**src/rtl/banco_registros_param_if.sv**
```systemverilog
// Request/response bus between the instruction decoder and the register bank.
interface banco_registros_param_if #(
    parameter int unsigned DATA_W = 16,
    parameter int unsigned ADDR_W = 3
);
    logic              req_valid;
    logic              req_ready;
    logic [1:0]        op;
    logic [ADDR_W-1:0] select_reg;
    logic [ADDR_W-1:0] select_reg_b;
    logic              size;
    logic              select_high_low;
    logic              select_data_h_reg;
    logic [DATA_W-1:0] data_in;
    logic [DATA_W-1:0] data_out;
    logic              data_valid;
    logic              err;

    modport master (
        output req_valid, op, select_reg, select_reg_b, size,
               select_high_low, select_data_h_reg, data_in,
        input  req_ready, data_out, data_valid, err
    );

    modport slave (
        input  req_valid, op, select_reg, select_reg_b, size,
               select_high_low, select_data_h_reg, data_in,
        output req_ready, data_out, data_valid, err
    );
endinterface

```
**src/rtl/banco_registros_param.sv**
```systemverilog
// Parametrised register bank: full/half-width write and read, two-cycle exchange,
// valid/ready request handshake with registered read data and error pulse.
module banco_registros_param #(
    parameter int unsigned DATA_W    = 16,
    parameter int unsigned NUM_REGS  = 8,
    parameter int unsigned ADDR_W    = $clog2(NUM_REGS),
    parameter int unsigned HALF_REGS = 4
) (
    input  logic                   clk,
    input  logic                   reset,
    banco_registros_param_if.slave bus
);
    localparam int unsigned H = DATA_W / 2;

    localparam logic [1:0] OP_NOP   = 2'b00;
    localparam logic [1:0] OP_WRITE = 2'b01;
    localparam logic [1:0] OP_READ  = 2'b10;
    localparam logic [1:0] OP_XCHG  = 2'b11;

    typedef enum logic {
        ST_IDLE = 1'b0,
        ST_XCHG = 1'b1
    } state_t;

    state_t            state;
    logic [DATA_W-1:0] regs [NUM_REGS];
    logic [DATA_W-1:0] tmp;
    logic [ADDR_W-1:0] xchg_a;
    logic [ADDR_W-1:0] xchg_b;

    logic              accept_c;
    logic              bad_a_c;
    logic              bad_b_c;
    logic              bad_half_c;
    logic              err_c;
    logic [H-1:0]      half_src_c;
    logic [DATA_W-1:0] rd_full_c;
    logic [H-1:0]      rd_half_c;
    logic [DATA_W-1:0] wr_val_c;

    // Request decode: legality, read mux and merged write value for register A.
    always_comb begin
        accept_c   = bus.req_valid & bus.req_ready;
        bad_a_c    = 32'(bus.select_reg) >= NUM_REGS;
        bad_b_c    = 32'(bus.select_reg_b) >= NUM_REGS;
        bad_half_c = !bus.size && (32'(bus.select_reg) >= HALF_REGS);
        err_c      = 1'b0;
        case (bus.op)
            OP_WRITE, OP_READ: err_c = bad_a_c | bad_half_c;
            OP_XCHG:           err_c = bad_a_c | bad_b_c;
            default:           err_c = 1'b0;
        endcase

        rd_full_c  = bad_a_c ? '0 : regs[bus.select_reg];
        rd_half_c  = bus.select_high_low ? rd_full_c[DATA_W-1:H] : rd_full_c[H-1:0];
        half_src_c = bus.select_data_h_reg ? bus.data_in[DATA_W-1:H] : bus.data_in[H-1:0];

        wr_val_c = rd_full_c;
        if (bus.size) begin
            wr_val_c = bus.data_in;
        end else if (bus.select_high_low) begin
            wr_val_c[DATA_W-1:H] = half_src_c;
        end else begin
            wr_val_c[H-1:0] = half_src_c;
        end
    end

    // Control FSM, register array and registered responses.
    always_ff @(posedge clk) begin
        if (reset) begin
            for (int i = 0; i < int'(NUM_REGS); i++) begin
                regs[i] <= '0;
            end
            tmp            <= '0;
            xchg_a         <= '0;
            xchg_b         <= '0;
            state          <= ST_IDLE;
            bus.req_ready  <= 1'b1;
            bus.data_out   <= '0;
            bus.data_valid <= 1'b0;
            bus.err        <= 1'b0;
        end else begin
            bus.data_valid <= 1'b0;
            bus.err        <= 1'b0;
            case (state)
                ST_IDLE: begin
                    if (accept_c) begin
                        if (err_c) begin
                            bus.err <= 1'b1;
                        end else begin
                            case (bus.op)
                                OP_WRITE: regs[bus.select_reg] <= wr_val_c;
                                OP_READ: begin
                                    bus.data_out   <= bus.size ? rd_full_c : DATA_W'(rd_half_c);
                                    bus.data_valid <= 1'b1;
                                end
                                OP_XCHG: begin
                                    tmp           <= rd_full_c;
                                    xchg_a        <= bus.select_reg;
                                    xchg_b        <= bus.select_reg_b;
                                    state         <= ST_XCHG;
                                    bus.req_ready <= 1'b0;
                                end
                                OP_NOP:  ;
                                default: ;
                            endcase
                        end
                    end
                end
                ST_XCHG: begin
                    // B is written last so A == B leaves the register unchanged.
                    regs[xchg_a]  <= regs[xchg_b];
                    regs[xchg_b]  <= tmp;
                    state         <= ST_IDLE;
                    bus.req_ready <= 1'b1;
                end
                default: begin
                    state         <= ST_IDLE;
                    bus.req_ready <= 1'b1;
                end
            endcase
        end
    end
endmodule

```
**src/flat_wrapper.sv**
```systemverilog
// flat-port wrapper written by rule: the top's interface ports become plain ports
module banco_registros_param_flat 
#(
    parameter int unsigned DATA_W    = 16,
    parameter int unsigned NUM_REGS  = 8,
    parameter int unsigned ADDR_W    = $clog2(NUM_REGS),
    parameter int unsigned HALF_REGS = 4
)
  (clk, reset, bus_req_valid, bus_op, bus_select_reg, bus_select_reg_b, bus_size, bus_select_high_low, bus_select_data_h_reg, bus_data_in, bus_req_ready, bus_data_out, bus_data_valid, bus_err);
  banco_registros_param_if #(.DATA_W(DATA_W), .ADDR_W(ADDR_W)) bus_i ();
  input  logic clk;
  input  logic reset;
  input wire logic [$bits(bus_i.req_valid)-1:0] bus_req_valid;
  input wire logic [$bits(bus_i.op)-1:0] bus_op;
  input wire logic [$bits(bus_i.select_reg)-1:0] bus_select_reg;
  input wire logic [$bits(bus_i.select_reg_b)-1:0] bus_select_reg_b;
  input wire logic [$bits(bus_i.size)-1:0] bus_size;
  input wire logic [$bits(bus_i.select_high_low)-1:0] bus_select_high_low;
  input wire logic [$bits(bus_i.select_data_h_reg)-1:0] bus_select_data_h_reg;
  input wire logic [$bits(bus_i.data_in)-1:0] bus_data_in;
  output wire logic [$bits(bus_i.req_ready)-1:0] bus_req_ready;
  output wire logic [$bits(bus_i.data_out)-1:0] bus_data_out;
  output wire logic [$bits(bus_i.data_valid)-1:0] bus_data_valid;
  output wire logic [$bits(bus_i.err)-1:0] bus_err;
  assign bus_i.req_valid = bus_req_valid;
  assign bus_i.op = bus_op;
  assign bus_i.select_reg = bus_select_reg;
  assign bus_i.select_reg_b = bus_select_reg_b;
  assign bus_i.size = bus_size;
  assign bus_i.select_high_low = bus_select_high_low;
  assign bus_i.select_data_h_reg = bus_select_data_h_reg;
  assign bus_i.data_in = bus_data_in;
  assign bus_req_ready = bus_i.req_ready;
  assign bus_data_out = bus_i.data_out;
  assign bus_data_valid = bus_i.data_valid;
  assign bus_err = bus_i.err;
  banco_registros_param #(.DATA_W(DATA_W), .NUM_REGS(NUM_REGS), .ADDR_W(ADDR_W), .HALF_REGS(HALF_REGS)) u_core (.clk(clk), .reset(reset), .bus(bus_i));
endmodule
```
**config.mk**
```make
export PLATFORM = sky130hd
export DESIGN_NAME = banco_registros_param_flat
export DESIGN_NICKNAME = d
export VERILOG_FILES = /design/src/rtl/banco_registros_param_if.sv /design/src/rtl/banco_registros_param.sv /design/src/flat_wrapper.sv
export SDC_FILE = /design/constraint.sdc
export NUM_CORES = 1
export LEC_CHECK = 0
export ABC_CLOCK_PERIOD_IN_PS = 7610
export CORE_ASPECT_RATIO = 0.9
export CORE_MARGIN = 4
export CORE_UTILIZATION = 50
export CTS_CLUSTER_SIZE = 20
export DETAILED_ROUTE_END_ITERATION = 16
export GPL_ROUTABILITY_DRIVEN = 0
export PLACE_DENSITY_LB_ADDON = 0.1
export SYNTH_ARGS = -nofsm -noshare
export SYNTH_HDL_FRONTEND = slang
export SYNTH_SLANG_ARGS = --single-unit
```
**constraint.sdc**
```tcl
create_clock -name clk -period 7.61 [get_ports clk]
set_clock_uncertainty 0.2 [all_clocks]
set_input_delay 1.522 -clock clk [delete_from_list [all_inputs] [get_ports clk]]
set_output_delay 1.522 -clock clk [all_outputs]
set_load 0.01 [all_outputs]
```
==> results_dict.tcl <==
set metrics [dict create \
    outcome "finished clean" \
    drc_errors 0 \
    dp_slack_ns 2.75 \
    netlist.area_leader.share 0.388 \
    die_w_um 156 \
    final-setup-viol-count 0 \
    irDropWorstVdd_mv 0.118 \
    dp_hpwl_mm 22.1 \
    drtAntennaViolNets 0 \
    p_sw_frac 0.275 \
    crit_path_end_kind "register" \
    drive_gt1_frac 0.157 \
    synth_edf_count 128 \
    min_path_cells 2 \
    syn-num-nets 929 \
    p_clk_frac 0.384 \
    whs_ns 0.257 \
    grt_max_degree 43 \
    clk_path_buf_depth 2 \
    synthCells 896 \
    fp-row-count 48 \
    die_area_um2 22200 \
    post-route-period-util 0.593 \
    initial_core_util 0.513 \
    clkTransAtPathRegs_ns 0.06 \
    grt_overflow_total 0 \
    grt_usage 0.291 \
    dp_cells 1134 \
    slew_headroom 0.257 \
    cts_root_buf "clkbuf_16" \
    yosysWarnings 0 \
    hold_buffers 0 \
    intPower_mw 1.60 \
    synth.distinct_cells 56 \
    critPathKind "in2reg" \
    placed_cell_area_um2 10500 \
    final_cell_count_no_fill 1166 \
    cp_data_arrival_time_ns 4.37 \
    cp_max_fo 21 \
    cts_tree "built" \
    io_pins 49 \
    routedWlPerCell_um 28.0 \
    switchingPower_mw 0.608 \
    r2r-end "u_core.regs[1][11]" \
    hp-start "u_core.bus.data_out[10]" \
    final_common_cell "edfxtp_1" \
    leakagePower_nw 3.75 \
    grt_pass1_vias 7582 \
    cts_htree_levels 4 \
    crit_required_ns 7.47 \
    r2r_cells 3 \
    p_per_area_nw_per_um2 200 \
    yosysTopAreaCell "edfxtp_1" \
    timing.fmax_mhz 222 \
    tightest_slew_ns 1.11 \
    hp-class "reg2reg" \
    io_buffers 48 \
    antennaDiodeCount 0 \
    rsz0062_at_grt "false" \
    clk_latency_ns 0.44 \
    synth_seq_cells 173 \
    wl_mm 32.6 \
    seq_power_share 0.487 \
    synth_flop_cell "edfxtp_1" \
    layout_setup_ws_ns 3.10 \
    reg2reg_slack_ns 4.43 \
    drt_first_pass_iters 6 \
    drt-initial-drc-count 901 \
    synth.avg_cell_area_um2 11.1 \
    final_cell_mix "edfxtp_1, nand2_1, o21ai_0, a22o_1, mux2i_1" \
    fp.dieH_um 142 \
    min_to "u_core.bus.data_out[10]" \
    area_growth_pct 11.1 \
    synthTopCellsByArea "edfxtp_1, dfxtp_1, mux4_2" \
    drv_slew 0 \
    start_kind "input pin" \
    design_area_um2 11000 \
    num_vias 7910 \
    antenna_found_initial 1 \
    synthArstFlopShare 0 \
    netlist_area_um2 9920 \
    maxCapViolations 0 \
    viasPerCell 6.78 \
    cts_setup_buffers 0 \
    seq_area_frac_synth 0.478 \
    setup-tns-final_ns 0 \
    grt_pass1_wl_mm 46.9 \
    clock-sinks 173 \
    reg2reg_from "u_core.xchg_b[0]" \
    core_area_um2 19300 \
    fin_nets 936 \
    cts_resized 0 \
    cts_made_buffers 17 \
    fin_crit_ns 4.51 \
    comb_power_share 0.129 \
    hold_viol_final 0 \
]
[stage by stage]
stage,util,power (mW)
6_report,0.570,2.21
3_3_place_gp,0.541,1.36
2_1_floorplan,-,1.26
4_1_cts,0.570,2.20
3_5_place_dp,0.541,1.37
5_1_grt,0.570,2.27
[kinds of logic (layout without fill, tap and decap cells)]
| group | after synthesis | in the layout | synth area share |
|---|---|---|---|
| fa+ha+maj | 3 | 3 | 0.00378 |
| flops | 173 | 173 | 0.478 |
| compound gates | 290 | 290 | 0.212 |
| buf+inv | 80 | 100 | 0.0396 |
| mux | 97 | 97 | 0.141 |
| simple gates | 253 | 253 | 0.126 |
[flip-flops by register name, indices dropped and copies added (netlist names), named ones only]
register,cells
u_core.bus.err,1
u_core.bus.data_out,16
u_core.xchg_b,3
u_core.bus.data_valid,1
u_core.xchg_a,3
u_core.state,1
u_core.tmp,16
u_core.bus.req_ready,1
u_core.regs,128
[final cells by class]
type / count / area [µm²]
Fill cell: 1637 / 8320
Multi-Input combinational cell: 643 / 4790
Sequential cell: 173 / 4750
Timing Repair Buffer: 65 / 601
Clock buffer: 17 / 425
Tap cell: 250 / 313
Clock inverter: 15 / 136
Inverter: 3 / 11.3
[worst max-delay path, stage by stage]
cell,delay (ns)
clkdlybuf4s50_1,0.93
or3b_1,0.25
a41oi_2,0.23
nor3_1,0.60
a211o_1,0.83
[power by group through the flow]
stage	Clock, mW	Sequential [mW]	Combinational [mW]
floorplan	0	1.08	0.179
global placement	0	1.09	0.270
CTS	0.847	1.07	0.277
global route	0.890	1.08	0.299
detailed placement	0	1.09	0.276
finish	0.848	1.08	0.286
[worst max path at each step]
stage | cells after the start | endpoint | slack, ns | startpoint
after floorplan | 6 | u_core.regs[3][0] | 3.27 | bus_op[0]
final | 5 | u_core.regs[7][10] | 3.10 | bus_size
after global placement | 5 | u_core.regs[5][9] | 2.85 | bus_size
after global routing | 5 | u_core.regs[5][5] | 3.01 | bus_size
after detailed placement | 5 | u_core.regs[6][2] | 2.75 | bus_size
after CTS | 5 | u_core.regs[6][15] | 3.20 | bus_size
[synth_stat cells, drive strengths merged (3+ instances only)]
master,count
edfxtp,128
nand2,116
o21ai,98
a22o,74
mux2i,47
dfxtp,45
a21oi,40
clkbuf,40
nor2,38
buf,37
nor3,37
mux4,32
a22oi,29
mux2,18
or3,11
nand3b,10
and2,9
o22ai,9
o31ai,9
o21a,8
a211o,7
a211oi,7
nand2b,7
nor3b,7
nand3,4
and3b,3
ha,3
inv,3
nor2b,3
[metal layers]
metal / track usage / share of wire / vias up
li1: - / - / 3467
met1: 0.401 / 0.40 / 3864
met2: 0.423 / 0.43 / 524
met3: 0.129 / 0.15 / 53
met4: 0.0785 / 0.017 / 2
met5: 0 / 0.00037 / -
Note: power is estimated with default switching activity, not from simulation.
